### src/rtl/minesweeper_pkg.sv
// Shared types and constants for the minesweeper board builder.
// The state enum, default board geometry, and LFSR taps/seed are kept here so they have one definition.
package minesweeper_pkg;

    localparam int DEFAULT_WIDTH  = 8;
    localparam int DEFAULT_HEIGHT = 8;
    localparam int DEFAULT_MINES  = 10;

    // Feedback taps 16,14,13,11 expressed as a mask on state bits [15:0]
    localparam logic [15:0] LFSR_TAPS         = 16'hB400;
    localparam logic [15:0] LFSR_DEFAULT_SEED = 16'hACE1;

    typedef enum logic [2:0] {
        IDLE,
        CLEAR,
        PICK,
        CHECK,
        PLACE,
        SCAN,
        FINISH
    } placer_state_t;

    function automatic logic [15:0] lfsr_next(input logic [15:0] s);
        return {s[14:0], ^(s & LFSR_TAPS)};
    endfunction

endpackage

### src/rtl/lfsr16.sv
// 16-bit maximal-length Fibonacci LFSR that shifts left.
// A load takes priority over a step, and reset returns the register to the default seed.
module lfsr16
    import minesweeper_pkg::*;
(
    input  logic        clk,
    input  logic        rst,
    input  logic        load,
    input  logic [15:0] load_value,
    input  logic        step,
    output logic [15:0] state
);

    logic [15:0] state_q;
    logic [15:0] state_d;

    always_comb begin
        state_d = state_q;
        if (load) begin
            state_d = load_value;
        end else if (step) begin
            state_d = lfsr_next(state_q);
        end
    end

    always_ff @(posedge clk or posedge rst) begin
        if (rst) begin
            state_q <= LFSR_DEFAULT_SEED;
        end else begin
            state_q <= state_d;
        end
    end

    assign state = state_q;

endmodule

### src/rtl/mine_placer.sv
// Places MINES random mines on a WIDTH x HEIGHT board, then scans every cell to drive adjacent-count increments.
// Optional macro SAFE_FIRST_CLICK_EN adds safeX/safeY; the cell they name is never chosen as a mine.
//
// state  | meaning
// IDLE   | waiting for start
// CLEAR  | one-cycle clear of both boards
// PICK   | take a candidate cell from the LFSR, then step it
// CHECK  | read the candidate; reject it if out of range, already mined or the safe cell
// PLACE  | write the mine and count it
// SCAN   | visit each cell row-major; each mine pulses incAdjacent
// FINISH | one-cycle done pulse
module mine_placer
    import minesweeper_pkg::*;
#(
    parameter  int WIDTH  = DEFAULT_WIDTH,
    parameter  int HEIGHT = DEFAULT_HEIGHT,
    parameter  int MINES  = DEFAULT_MINES,
    localparam int XW     = (WIDTH  > 1) ? $clog2(WIDTH)  : 1,
    localparam int YW     = (HEIGHT > 1) ? $clog2(HEIGHT) : 1
) (
    input  logic          clk,
    input  logic          reset,
    input  logic          start,
    input  logic [15:0]   seed,
`ifdef SAFE_FIRST_CLICK_EN
    input  logic [XW-1:0] safeX,
    input  logic [YW-1:0] safeY,
`endif
    output logic          busy,
    output logic          done,
    output logic          boardClear,
    output logic [XW-1:0] readX,
    output logic [YW-1:0] readY,
    input  logic          mineReadValue,
    output logic [XW-1:0] writeX,
    output logic [YW-1:0] writeY,
    output logic          mineWriteEn,
    output logic          incAdjacent
);

    localparam int PW = $clog2(MINES + 1);
    localparam logic [XW:0]   WIDTH_L  = (XW + 1)'(WIDTH);
    localparam logic [YW:0]   HEIGHT_L = (YW + 1)'(HEIGHT);
    localparam logic [XW-1:0] X_LAST   = XW'(WIDTH - 1);
    localparam logic [YW-1:0] Y_LAST   = YW'(HEIGHT - 1);
    localparam logic [PW-1:0] MINES_L  = PW'(MINES);

    generate
        if (MINES < 1 || MINES > WIDTH * HEIGHT - 2) begin : g_bad_mines
            $error("mine_placer: MINES must be in 1 .. WIDTH*HEIGHT-2");
        end
        if (XW + YW > 16) begin : g_bad_geometry
            $error("mine_placer: board coordinates wider than the 16-bit LFSR");
        end
    endgenerate

    placer_state_t state_q, state_d;

    logic [XW-1:0] cand_x_q, cand_x_d;
    logic [YW-1:0] cand_y_q, cand_y_d;
    logic [XW-1:0] rd_x_q, rd_x_d;
    logic [YW-1:0] rd_y_q, rd_y_d;
    logic [XW-1:0] wr_x_q, wr_x_d;
    logic [YW-1:0] wr_y_q, wr_y_d;
    logic [PW-1:0] placed_q, placed_d;

    logic          lfsr_load;
    logic          lfsr_step;
    logic [15:0]   lfsr_seed;
    logic [15:0]   lfsr_state;

    logic          cand_reject;
    logic          cand_is_safe;
    logic          last_mine;
    logic          scan_last;
    logic [XW-1:0] scan_x_next;
    logic [YW-1:0] scan_y_next;

`ifdef SAFE_FIRST_CLICK_EN
    logic [XW-1:0] safe_x_q, safe_x_d;
    logic [YW-1:0] safe_y_q, safe_y_d;

    assign cand_is_safe = (cand_x_q == safe_x_q) && (cand_y_q == safe_y_q);
`else
    assign cand_is_safe = 1'b0;
`endif

    assign lfsr_seed = (seed == 16'h0000) ? LFSR_DEFAULT_SEED : seed;

    lfsr16 u_lfsr (
        .clk        (clk),
        .rst        (reset),
        .load       (lfsr_load),
        .load_value (lfsr_seed),
        .step       (lfsr_step),
        .state      (lfsr_state)
    );

    // In CHECK the read address already holds the candidate, so mineReadValue refers to that cell.
    assign cand_reject = ({1'b0, cand_x_q} >= WIDTH_L) || ({1'b0, cand_y_q} >= HEIGHT_L)
                       || mineReadValue || cand_is_safe;
    assign last_mine   = (placed_q + 1'b1) == MINES_L;
    assign scan_last   = (rd_x_q == X_LAST) && (rd_y_q == Y_LAST);

    always_comb begin
        scan_x_next = rd_x_q + 1'b1;
        scan_y_next = rd_y_q;
        if (rd_x_q == X_LAST) begin
            scan_x_next = '0;
            scan_y_next = rd_y_q + 1'b1;
        end
    end

    always_ff @(posedge clk or posedge reset) begin
        if (reset) begin
            state_q  <= IDLE;
            cand_x_q <= '0;
            cand_y_q <= '0;
            rd_x_q   <= '0;
            rd_y_q   <= '0;
            wr_x_q   <= '0;
            wr_y_q   <= '0;
            placed_q <= '0;
`ifdef SAFE_FIRST_CLICK_EN
            safe_x_q <= '0;
            safe_y_q <= '0;
`endif
        end else begin
            state_q  <= state_d;
            cand_x_q <= cand_x_d;
            cand_y_q <= cand_y_d;
            rd_x_q   <= rd_x_d;
            rd_y_q   <= rd_y_d;
            wr_x_q   <= wr_x_d;
            wr_y_q   <= wr_y_d;
            placed_q <= placed_d;
`ifdef SAFE_FIRST_CLICK_EN
            safe_x_q <= safe_x_d;
            safe_y_q <= safe_y_d;
`endif
        end
    end

    always_comb begin
        state_d = state_q;
        case (state_q)
            IDLE:    if (start) state_d = CLEAR;
            CLEAR:   state_d = PICK;
            PICK:    state_d = CHECK;
            CHECK:   state_d = cand_reject ? PICK : PLACE;
            PLACE:   state_d = last_mine ? SCAN : PICK;
            SCAN:    if (scan_last) state_d = FINISH;
            FINISH:  state_d = IDLE;
            default: state_d = IDLE;
        endcase
    end

    always_comb begin
        cand_x_d  = cand_x_q;
        cand_y_d  = cand_y_q;
        rd_x_d    = rd_x_q;
        rd_y_d    = rd_y_q;
        wr_x_d    = wr_x_q;
        wr_y_d    = wr_y_q;
        placed_d  = placed_q;
        lfsr_load = 1'b0;
        lfsr_step = 1'b0;
`ifdef SAFE_FIRST_CLICK_EN
        safe_x_d  = safe_x_q;
        safe_y_d  = safe_y_q;
`endif
        case (state_q)
            IDLE: begin
                if (start) begin
                    lfsr_load = 1'b1;
                    placed_d  = '0;
`ifdef SAFE_FIRST_CLICK_EN
                    safe_x_d  = safeX;
                    safe_y_d  = safeY;
`endif
                end
            end
            PICK: begin
                cand_x_d  = lfsr_state[XW-1:0];
                cand_y_d  = lfsr_state[XW+YW-1:XW];
                rd_x_d    = lfsr_state[XW-1:0];
                rd_y_d    = lfsr_state[XW+YW-1:XW];
                lfsr_step = 1'b1;
            end
            CHECK: begin
                if (!cand_reject) begin
                    wr_x_d = cand_x_q;
                    wr_y_d = cand_y_q;
                end
            end
            PLACE: begin
                placed_d = placed_q + 1'b1;
                if (last_mine) begin
                    rd_x_d = '0;
                    rd_y_d = '0;
                    wr_x_d = '0;
                    wr_y_d = '0;
                end
            end
            SCAN: begin
                if (!scan_last) begin
                    rd_x_d = scan_x_next;
                    rd_y_d = scan_y_next;
                    wr_x_d = scan_x_next;
                    wr_y_d = scan_y_next;
                end
            end
            default: ;
        endcase
    end

    always_comb begin
        busy        = (state_q != IDLE);
        done        = (state_q == FINISH);
        boardClear  = (state_q == CLEAR);
        mineWriteEn = (state_q == PLACE);
        incAdjacent = (state_q == SCAN) && mineReadValue;
    end

    assign readX  = rd_x_q;
    assign readY  = rd_y_q;
    assign writeX = wr_x_q;
    assign writeY = wr_y_q;

endmodule

### config.mk
export PLATFORM = sky130hd
export DESIGN_NAME = mine_placer
export DESIGN_NICKNAME = d
export VERILOG_FILES = /design/src/rtl/minesweeper_pkg.sv /design/src/rtl/lfsr16.sv /design/src/rtl/mine_placer.sv
export SDC_FILE = /design/constraint.sdc
export NUM_CORES = 1
export LEC_CHECK = 0
export CAP_MARGIN = 20
export CORE_MARGIN = 2
export CORE_UTILIZATION = 30
export DETAILED_ROUTE_END_ITERATION = 7
export HOLD_SLACK_MARGIN = 0.15
export PLACE_DENSITY_LB_ADDON = 0.2
export SLEW_MARGIN = 5
export SYNTH_ARGS = -nofsm -noshare
export SYNTH_HDL_FRONTEND = slang
export SYNTH_SLANG_ARGS = --single-unit
### constraint.sdc
create_clock -name clk -period 3.2 [get_ports clk]
set_input_delay 0.48 -clock clk [delete_from_list [all_inputs] [get_ports clk]]
set_output_delay 0.48 -clock clk [all_outputs]
set_load 0.005 [all_outputs]
==> out/qor.yml <==
clocking:
  worstSkewPairLatency_ps: 300
  hold_buffers: 0
  root_buffer: "clkbuf_8"
  cts_resized: 0
  cts.sinks: 41
  cts.clk_slew.worst_paths_ps: 80
  cts_max_level: 2
  postCtsSetupBuffers: 0
  cts_tree: "done"
  cts_buffers: 5
  clock_path_buffers: 2
synthesis:
  synth_ff_type: "dfrtp_1"
  synthesis.nets: 254
  netlist_area_sq_um: 2150
  ys_ff_latch: 41
  synth.distinct_cells: 40
  synth_cells: 228
  synthArstFlopShare: 1.00
  yosysSeqAreaShare: 0.481
  synth_edf_count: 0
  avgSynthCellArea_sq_um: 9.45
  ys_warn_count: 0
power_and_ir_drop:
  vdd_drop_max_mv: 0.299
  p_switching_uw: 944
  power_leakage_uw: 0.00116
  p_comb_frac: 0.449
  p_per_area_nw_per_um2: 929
  internal-power_uw: 1540
  pwr-share-clk: 0.143
  switching_share: 0.380
  p_seq_frac: 0.408
hold_path:
  hp-class: "reg2reg"
  hold_start: "u_lfsr.state[4]"
  hold_end: "u_lfsr.state[4]"
  hold_depth: 2
routing:
  num_vias: 1737
  post-route-drc-count: 0
  dr.pass1.iters: 4
  ant_nets: 0
  wire_per_inst_um: 13.9
  avgViaCountPerCell: 4.84
  drtIter0Drc: 97
  finalWirelength_um: 5000
job:
  cap_violations: 0
global_route:
  grt_max_degree: 42
  grt_util_all_layers: 0.141
  antenna_found_initial: 0
  grt_pass1_vias: 1736
  grt_pass1_wl_um: 8520
  overflow: 0
timing:
  maxSlewViolCount: 0
  tightest_slew_ps: 875
  tns_ps: 0
  max_freq_mhz: 406
  finalWorstSetupSlack_ps: 737
  hold_viol_final: 0
  period_share: 0.770
  rsz0062_at_grt: "false"
  slew-limit-headroom: 0.415
  fin_crit_ps: 2460
  setup_viol: 0
  finalClockSkew_ps: 8.90
worst_setup_path:
  cp-end-kind: "output port"
  crit_type: "reg2out"
  rrSetupSlack_ps: 1070
  start_kind: "flip-flop"
  worstPathArrival_ps: 1980
  reg2reg_to: "u_lfsr.state[10]"
  r2r_start: "state_q[0]"
  ff2ff_path_depth: 6
  cp.required_ps: 2720
  crit_path_max_fanout: 12
status:
  status: "finished clean"
layout:
  largest_register_ffs: 16
  finalNetCount: 288
  seqCellArea_sq_um: 1040
  num-fill-cells: 718
  drive_gt1_frac: 0.0951
  diodes: 0
  multiInputGateArea_sq_um: 1020
  area_growth_pct: 24.3
placed_design:
  place.port_buffers: 36
  place_congestion: 0.782
  dp_slack_ps: 950
  dpl.hpwl_um: 3670
floorplan:
  ios: 37
  start_util: 0.314
  die_h_um: 88.7
  die_width_um: 88.7
  core_area_sq_um: 6870
  die-area_sq_um: 7880
  fp-row-count: 30
-- power groups by stage --
stage / Combinational [uW] / Clock [uW] / Sequential (uW)
floorplan: 809 / 0 / 950
finish: 1120 / 355 / 1020
global placement: 1120 / 0 / 1020
CTS: 1130 / 367 / 1020
detailed placement: 1130 / 0 / 1020
global route: 1270 / 389 / 1050
-- metal layers --
layer | global-route usage | share of wire | up-vias
met5 | 0 | 0 | -
met4 | 0.0482 | 0.014 | 0
met3 | 0.0373 | 0.036 | 6
met2 | 0.202 | 0.45 | 37
met1 | 0.206 | 0.50 | 833
li1 | - | - | 861
-- kinds of logic after synthesis --
| logic type | share of synthesized area |
|---|---|
| AOI/OAI and AO/OA | 0.167 |
| DFF | 0.481 |
| xor gates and xnor gates | 0.0203 |
| and+or+nand+nor | 0.231 |
| buffers and inverters | 0.0465 |
| muxes | 0.0197 |
| adders and majority gates | 0.0348 |
-- worst max path at each step --
| stage | endpoint | slack [ps] | from |
|---|---|---|---|
| 2_1_floorplan | readY[1] | 1290 | readX[0] |
| 5_1_grt | mineWriteEn | 620 | state_q[1] |
| 3_3_place_gp | u_lfsr.state[15] | 960 | start |
| 6_report | mineWriteEn | 740 | state_q[1] |
| 3_5_place_dp | u_lfsr.state[10] | 950 | start |
| 4_1_cts | mineWriteEn | 720 | state_q[1] |
-- Yosys cell counts, drive strengths merged, types with 2 or more instances --
cell type  instances  share of area
o22ai              4          0.012
nor3               7          0.016
nor4               4          0.012
o21a               3          0.010
dfrtp             33           0.38
nand2             44          0.077
dfstp              8          0.098
o22a               3          0.012
a21oi              3         0.0070
o21ai             17          0.039
nand3b             2         0.0070
ha                 6          0.035
nand2b             4          0.019
a221o              3          0.014
o2111ai            2          0.011
a211o              2         0.0081
clkbuf             2         0.0035
o211ai             3          0.010
nand3              7          0.016
and2               4          0.012
mux2i              2         0.0093
buf               10          0.029
xnor2              4          0.016
a22oi              8          0.028
inv                8          0.014
and3b              3          0.012
mux2               2          0.010
nor2              22          0.042
-- placed cells by master (no fill, tap or decap), types with 2 or more instances in the layout --
cell type / synthesis / routed
inv_1: 8 / 8
nor2_1: 21 / 21
nor4_1: 4 / 4
clkbuf_8: 0 / 6
a21oi_1: 3 / 3
a22oi_1: 8 / 8
o21a_1: 3 / 3
and2_1: 4 / 4
nand2_1: 44 / 44
o22ai_1: 4 / 4
mux2_2: 2 / 2
and3b_1: 3 / 3
dfrtp_1: 33 / 33
nand3b_1: 2 / 2
nor3_1: 7 / 7
ha_1: 6 / 6
o211ai_1: 3 / 3
o22a_1: 3 / 3
dfstp_2: 8 / 8
mux2i_1: 2 / 2
nand2b_1: 2 / 2
nand2b_4: 2 / 2
clkbuf_1: 2 / 2
a221o_1: 3 / 3
o21ai_0: 17 / 17
xnor2_1: 4 / 4
nand3_1: 7 / 7
a211o_1: 2 / 2
clkdlybuf4s50_1: 0 / 36
buf_4: 0 / 3
-- through the flow --
| step | hold slack (ps) | util | area (sq um) | total power, uW | std cells |
|---|---|---|---|---|---|
| floorplan | 439 | - | 2150 | 1760 | 228 |
| global placement | 464 | 0.377 | 2590 | 2140 | 351 |
| detailed placement | 459 | 0.377 | 2590 | 2150 | 351 |
| CTS | 478 | 0.390 | 2680 | 2520 | 359 |
| global route | 514 | 0.390 | 2680 | 2710 | 359 |
| finish | 474 | 0.390 | 2680 | 2490 | 359 |
-- critical path, stage by stage (launching register included) --
cell             delay, ps
dfrtp_1                490
nand2b_4               230
or2_0                  320
inv_1                  130
clkdlybuf4s50_1        500
-- area by class of cell --
class,instances,area share
repair buffers,39,0.143
flip-flops and latches,41,0.387
multi-input cells,167,0.380
clock buffers,8,0.0336
well taps,96,0.0449
inverters,8,0.0112
Power figures use the tool's default switching activity.
